`src/rtl/uart_frame_pkg.sv`:
```
// Shared constants and FSM encoding for the UART frame deframer.
package uart_frame_pkg;

    localparam logic [7:0] SYNC1     = 8'h55;
    localparam logic [7:0] SYNC2     = 8'hAA;
    localparam logic [7:0] CRC8_POLY = 8'h07;
    localparam logic [7:0] CRC8_INIT = 8'h00;

    typedef enum logic [2:0] {
        ST_IDLE  = 3'd0,
        ST_SYNC2 = 3'd1,
        ST_LEN   = 3'd2,
        ST_DATA  = 3'd3,
        ST_CHK   = 3'd4
    } state_e;

endpackage

```
`src/rtl/crc8_d8.sv`:
```
// One-byte CRC8 update: MSB-first, no reflection, no final xor.
module crc8_d8
    import uart_frame_pkg::*;
#(
    parameter logic [7:0] POLY = CRC8_POLY
) (
    input  logic [7:0] crc_in,
    input  logic [7:0] data_in,
    output logic [7:0] crc_out
);

    logic [7:0] c;

    always_comb begin
        c = crc_in ^ data_in;
        for (int i = 0; i < 8; i++) begin
            c = c[7] ? ({c[6:0], 1'b0} ^ POLY) : {c[6:0], 1'b0};
        end
        crc_out = c;
    end

endmodule

```
`src/rtl/uart_frame_parser.sv`:
```
// Deframes 55 AA | LEN | payload | CRC8 byte streams and commits only CRC-clean payloads.
module uart_frame_parser
    import uart_frame_pkg::*;
#(
    parameter int         _MAX_BYTES   = 11,
    parameter int         _TIMEOUT_CYC = 50000,
    parameter logic [7:0] _CRC_POLY    = CRC8_POLY
) (
    input  logic                      sys_clk,
    input  logic                      sys_rst_n,
    input  logic [7:0]                uart_data,
    input  logic                      uart_done,
    output logic [8*_MAX_BYTES-1:0]   rev_data,
    output logic [7:0]                pack_num,
    output logic                      pack_ing,
    output logic                      pack_done,
    output logic                      crc_err,
    output logic                      len_err,
    output logic                      timeout_err
);

    localparam int              IW      = (_MAX_BYTES > 1) ? $clog2(_MAX_BYTES) : 1;
    localparam int              TW      = $clog2(_TIMEOUT_CYC + 1);
    localparam logic [7:0]      MAX_LEN = 8'(_MAX_BYTES);
    localparam logic [TW-1:0]   T_LAST  = TW'(_TIMEOUT_CYC - 1);

    state_e                    state_q;
    logic [7:0]                crc_q;
    logic [7:0]                crc_d;
    logic [7:0]                len_q;
    logic [IW-1:0]             idx_q;
    logic [TW-1:0]             tcnt_q;
    logic [7:0]                shadow_q [_MAX_BYTES];
    logic [8*_MAX_BYTES-1:0]   rev_data_q;
    logic [7:0]                pack_num_q;
    logic                      pack_done_q;
    logic                      crc_err_q;
    logic                      len_err_q;
    logic                      timeout_err_q;
    logic                      idx_last;

    crc8_d8 #(.POLY(_CRC_POLY)) u_crc (
        .crc_in  (crc_q),
        .data_in (uart_data),
        .crc_out (crc_d)
    );

    assign idx_last = (8'(idx_q) == (len_q - 8'd1));

    always_ff @(posedge sys_clk or negedge sys_rst_n) begin
        if (!sys_rst_n) begin
            state_q       <= ST_IDLE;
            crc_q         <= '0;
            len_q         <= '0;
            idx_q         <= '0;
            tcnt_q        <= '0;
            rev_data_q    <= '0;
            pack_num_q    <= '0;
            pack_done_q   <= 1'b0;
            crc_err_q     <= 1'b0;
            len_err_q     <= 1'b0;
            timeout_err_q <= 1'b0;
            for (int i = 0; i < _MAX_BYTES; i++) begin
                shadow_q[i] <= '0;
            end
        end else begin
            pack_done_q   <= 1'b0;
            crc_err_q     <= 1'b0;
            len_err_q     <= 1'b0;
            timeout_err_q <= 1'b0;

            // A byte arriving on the timeout cycle takes priority over the timeout.
            if (uart_done) begin
                tcnt_q <= '0;
                case (state_q)
                    ST_IDLE: begin
                        if (uart_data == SYNC1) state_q <= ST_SYNC2;
                    end
                    ST_SYNC2: begin
                        if (uart_data == SYNC2) begin
                            state_q <= ST_LEN;
                            crc_q   <= CRC8_INIT;
                        end else if (uart_data != SYNC1) begin
                            state_q <= ST_IDLE;
                        end
                    end
                    ST_LEN: begin
                        crc_q <= crc_d;
                        if (uart_data == 8'd0 || uart_data > MAX_LEN) begin
                            state_q   <= ST_IDLE;
                            len_err_q <= 1'b1;
                        end else begin
                            len_q   <= uart_data;
                            idx_q   <= '0;
                            state_q <= ST_DATA;
                        end
                    end
                    ST_DATA: begin
                        shadow_q[idx_q] <= uart_data;
                        crc_q           <= crc_d;
                        idx_q           <= idx_q + 1'b1;
                        if (idx_last) state_q <= ST_CHK;
                    end
                    ST_CHK: begin
                        state_q <= ST_IDLE;
                        if (uart_data == crc_q) begin
                            // Bytes beyond this frame's length keep the last committed value.
                            for (int i = 0; i < _MAX_BYTES; i++) begin
                                if (8'(i) < len_q) rev_data_q[8*i +: 8] <= shadow_q[i];
                            end
                            pack_num_q  <= len_q;
                            pack_done_q <= 1'b1;
                        end else begin
                            crc_err_q <= 1'b1;
                        end
                    end
                    default: state_q <= ST_IDLE;
                endcase
            end else if (state_q != ST_IDLE) begin
                if (tcnt_q >= T_LAST) begin
                    state_q       <= ST_IDLE;
                    timeout_err_q <= 1'b1;
                    tcnt_q        <= '0;
                end else begin
                    tcnt_q <= tcnt_q + 1'b1;
                end
            end
        end
    end

    assign rev_data    = rev_data_q;
    assign pack_num    = pack_num_q;
    assign pack_ing    = (state_q != ST_IDLE);
    assign pack_done   = pack_done_q;
    assign crc_err     = crc_err_q;
    assign len_err     = len_err_q;
    assign timeout_err = timeout_err_q;

endmodule

```
`config.mk`:
```
export PLATFORM = sky130hd
export DESIGN_NAME = uart_frame_parser
export DESIGN_NICKNAME = d
export VERILOG_FILES = /design/src/rtl/uart_frame_pkg.sv /design/src/rtl/crc8_d8.sv /design/src/rtl/uart_frame_parser.sv
export SDC_FILE = /design/constraint.sdc
export NUM_CORES = 1
export LEC_CHECK = 0
export CORE_ASPECT_RATIO = 0.75
export CORE_MARGIN = 4
export CORE_UTILIZATION = 56
export CTS_CLUSTER_SIZE = 14
export DETAILED_ROUTE_END_ITERATION = 8
export PLACE_DENSITY = 0.8
export SLEW_MARGIN = 20
export SYNTH_ARGS = -nofsm -noshare
export SYNTH_HDL_FRONTEND = slang
export SYNTH_HIERARCHICAL = 1
export SYNTH_SLANG_ARGS = --single-unit
export TNS_END_PERCENT = 5
```
`constraint.sdc`:
```
create_clock -name sys_clk -period 2.6 [get_ports sys_clk]
set_input_delay 0.65 -clock sys_clk [delete_from_list [all_inputs] [get_ports sys_clk]]
set_output_delay 0.65 -clock sys_clk [all_outputs]
set_load 0.02 [all_outputs]
```
==> impl_metrics.tcl <==
set metrics [dict create \
    cp.arrival_ns 2.89 \
    finalCriticalPeriod_ns 2.51 \
    setup_ws_ns 0.0914 \
    hold_slack_ns 0.0800 \
    core_region_area_um2 16800 \
    n_antenna_cell 0 \
    ctsHoldBuffers 0 \
    clk_pin_slew_ns 0.06 \
    mostFrequentLayoutCells "dfrtp_1, mux2_2, clkdlybuf4s50_1, buf_4, nand2_1" \
    drt_wl_total_um 22200 \
    ys_types 57 \
    num_io_pins 112 \
    cts_max_path_buffers 3 \
    drt-pass1-iter-count 4 \
    relSlewSlack 0.603 \
    antenna_left 0 \
    total_leakage_power_uw 0.00580 \
    drc 0 \
    max_freq_mhz 399 \
    dieHeight_um 121 \
    yosys_warnings 6 \
    hold_path_class "input port to asynchronous set/reset pin" \
    post_cts_buffers 0 \
    multiInputGateArea_um2 3730 \
    h-tree-depth 1 \
    swShare 0.212 \
    postSynthAreaPerCell_um2 13.9 \
    grt_usage 0.237 \
    areaGrowthSynthToFinish_pct 25.4 \
    root_buffer "clkbuf_16" \
    io_buffers 111 \
    antenna_found_initial 0 \
    period_share 0.965 \
    yosysSeqAreaShare 0.594 \
    seq_power_share 0.509 \
    grt_pass1_vias 6610 \
    p_sw_uw 1480 \
    rows 41 \
    ys_seq_elements 227 \
    synth_area_um2 9570 \
    dp_hpwl_um 14900 \
    drt_iter0_markers 451 \
    hold_viol 0 \
    postCtsResizedCells 1 \
    layout_commonest_cell "dfrtp_1" \
    start_util 0.570 \
    synth.area.top_cells "dfrtp_1, mux2_2, xnor2_1, nand2_1, ha_1" \
    nets 860 \
    wire_per_inst_um 20.8 \
    clock_sinks 227 \
    overflow 0 \
    outcome "finished clean" \
    end_kind "flip-flop" \
    cp_max_fo 14 \
    worstSetupPathType "input port to flip-flop" \
    cts_made_buffers 22 \
    clk_latency_ns 0.50 \
    synthDominantAreaCellType "dfrtp_1" \
    register_area_um2 5680 \
    worstMarginPinSlew_ns 0.580 \
    slowest_delay_ns 0.50 \
    crit_chain "clkdlybuf4s50_1 > xnor2_1 > nand4_1 > or4_1 > buf_12 > a21oi_4 > mux2_2" \
    final-max-slew-violation-count 0 \
    crit_required_ns 2.98 \
    max_cap_viol_count 0 \
    peakVddDrop_mv 0.409 \
    setup_viol 0 \
    finClkSkew_ns 0.00993 \
    grt_max_degree 83 \
    die_area_um2 19300 \
    rsz0062_at_grt "no" \
    gp_congestion 0.796 \
    crit_slowest_cell "clkdlybuf4s50_1" \
    die_w_um 159 \
    p_clk_frac 0.457 \
    synth_nets 707 \
    cts_tree "built" \
    grt_pass1_wl_um 36400 \
    synthArstFlopShare 1.00 \
    fillCellCount 1086 \
    synth_top_area_frac 0.594 \
    synthFlopType "dfrtp_1" \
    syn-instance-count 687 \
    vias_per_cell 5.72 \
    num_vias 6120 \
    synth_edf_count 0 \
    cp-start-kind "input port" \
    p_int_uw 5490 \
    power.density_nw_per_um2 581 \
    drive_gt1_frac 0.324 \
    pwr-share-comb 0.034 \
    pre_cts_slack_ns -0.332 \
]
==> critical path, delay by kind of cell <==
kind | cells | cell delay [ns]
AO/OA/AOI/OAI | 1 | 0.28
XOR/XNOR | 1 | 0.25
buffers and inverters | 2 | 0.69
multiplexers | 1 | 0.39
AND/OR/NAND/NOR | 2 | 0.61
==> per-layer routing <==
layer	GRT usage	wire length, um	vias up
met5	0	0	-
met2	0.387	10400	201
met1	0.336	9920	3142
li1	-	-	2744
met4	0.0575	468	0
met3	0.0431	1400	33
==> layout make-up <==
class / instances / share of cell area
flip-flops and latches: 227 / 0.473
multi-input cells: 424 / 0.311
repair buffers: 156 / 0.130
clock buffers: 31 / 0.0521
well taps: 215 / 0.0224
clock inverters: 7 / 0.00772
inverters: 9 / 0.00282
==> stage by stage <==
step                setup TNS (ns)  total power [uW]  instances  utilization  instance area [um2]
floorplan                        0              3690        687            -                 9570
global placement            -26.45              3840       1031        0.672                11300
detailed placement          -28.97              3850       1031        0.672                11300
CTS                              0              7020       1069        0.715                12000
global route                     0              7220       1069        0.715                12000
finish                           0              6970       1069        0.715                12000
==> flip-flops by register name (all words and copies together) (netlist names), 3 cells and up <==
name	flops
len_q	8
pack_num	8
idx_q	4
state_q	3
rev_data	88
crc_q	8
tcnt_q	16
shadow_q	88
==> power groups by stage <==
stage               logic, uW  clock network [uW]  registers [uW]
finish                    239                3180            3550
global route              266                3410            3540
CTS                       244                3240            3540
detailed placement        243                   0            3610
global placement          233                   0            3610
floorplan                85.1                   0            3610
==> synthesized netlist by cell type (all sizes together), types with 2 or more instances <==
library cell  count
dfrtp           227
a22o              9
nor4              8
nand3            17
a21o              3
mux2            185
nor3             11
buf              10
or4               3
ha                9
nand2b            4
nand4             3
and3              2
xor2             10
nor2             29
o21ai            13
a21oi             8
xnor2            29
nor3b             2
o31ai             4
and3b             2
inv               9
and2              7
a2111oi           2
o21bai            2
nand2            35
and4              2
clkbuf           17
nor2b             6
==> cell families (layout without fill, tap and decap cells) <==
group | count (synthesis) | after routing | synth area share
compound gates | 53 | 53 | 0.0441
xor+xnor | 39 | 39 | 0.0381
fa+ha+maj | 9 | 9 | 0.0118
buf+inv | 36 | 203 | 0.0164
flops | 227 | 227 | 0.594
mux | 185 | 185 | 0.218
simple gates | 138 | 138 | 0.0781
==> worst paths after layout <==
check / startpoint / endpoint / slack [ns] / cells past startpoint
worst min register to register: pack_num[6]$_DFFE_PN0P_ / pack_num[6]$_DFFE_PN0P_ / 0.49 / 2
worst max-delay path: uart_data[7] / rev_data[33]$_DFFE_PN0P_ / 0.09 / 7
max in group asynchronous: sys_rst_n / shadow_q[75]$_DFFE_PN0P_ / 1.72 / 2
worst max register to register: tcnt_q[0]$_DFFE_PN0P_ / tcnt_q[2]$_DFFE_PN0P_ / 0.26 / 7
worst min-delay path: sys_rst_n / rev_data[80]$_DFFE_PN0P_ / 0.08 / 1
min in group sys_clk: pack_num[6]$_DFFE_PN0P_ / pack_num[6]$_DFFE_PN0P_ / 0.49 / 2
Power figures use the tool's default switching activity.
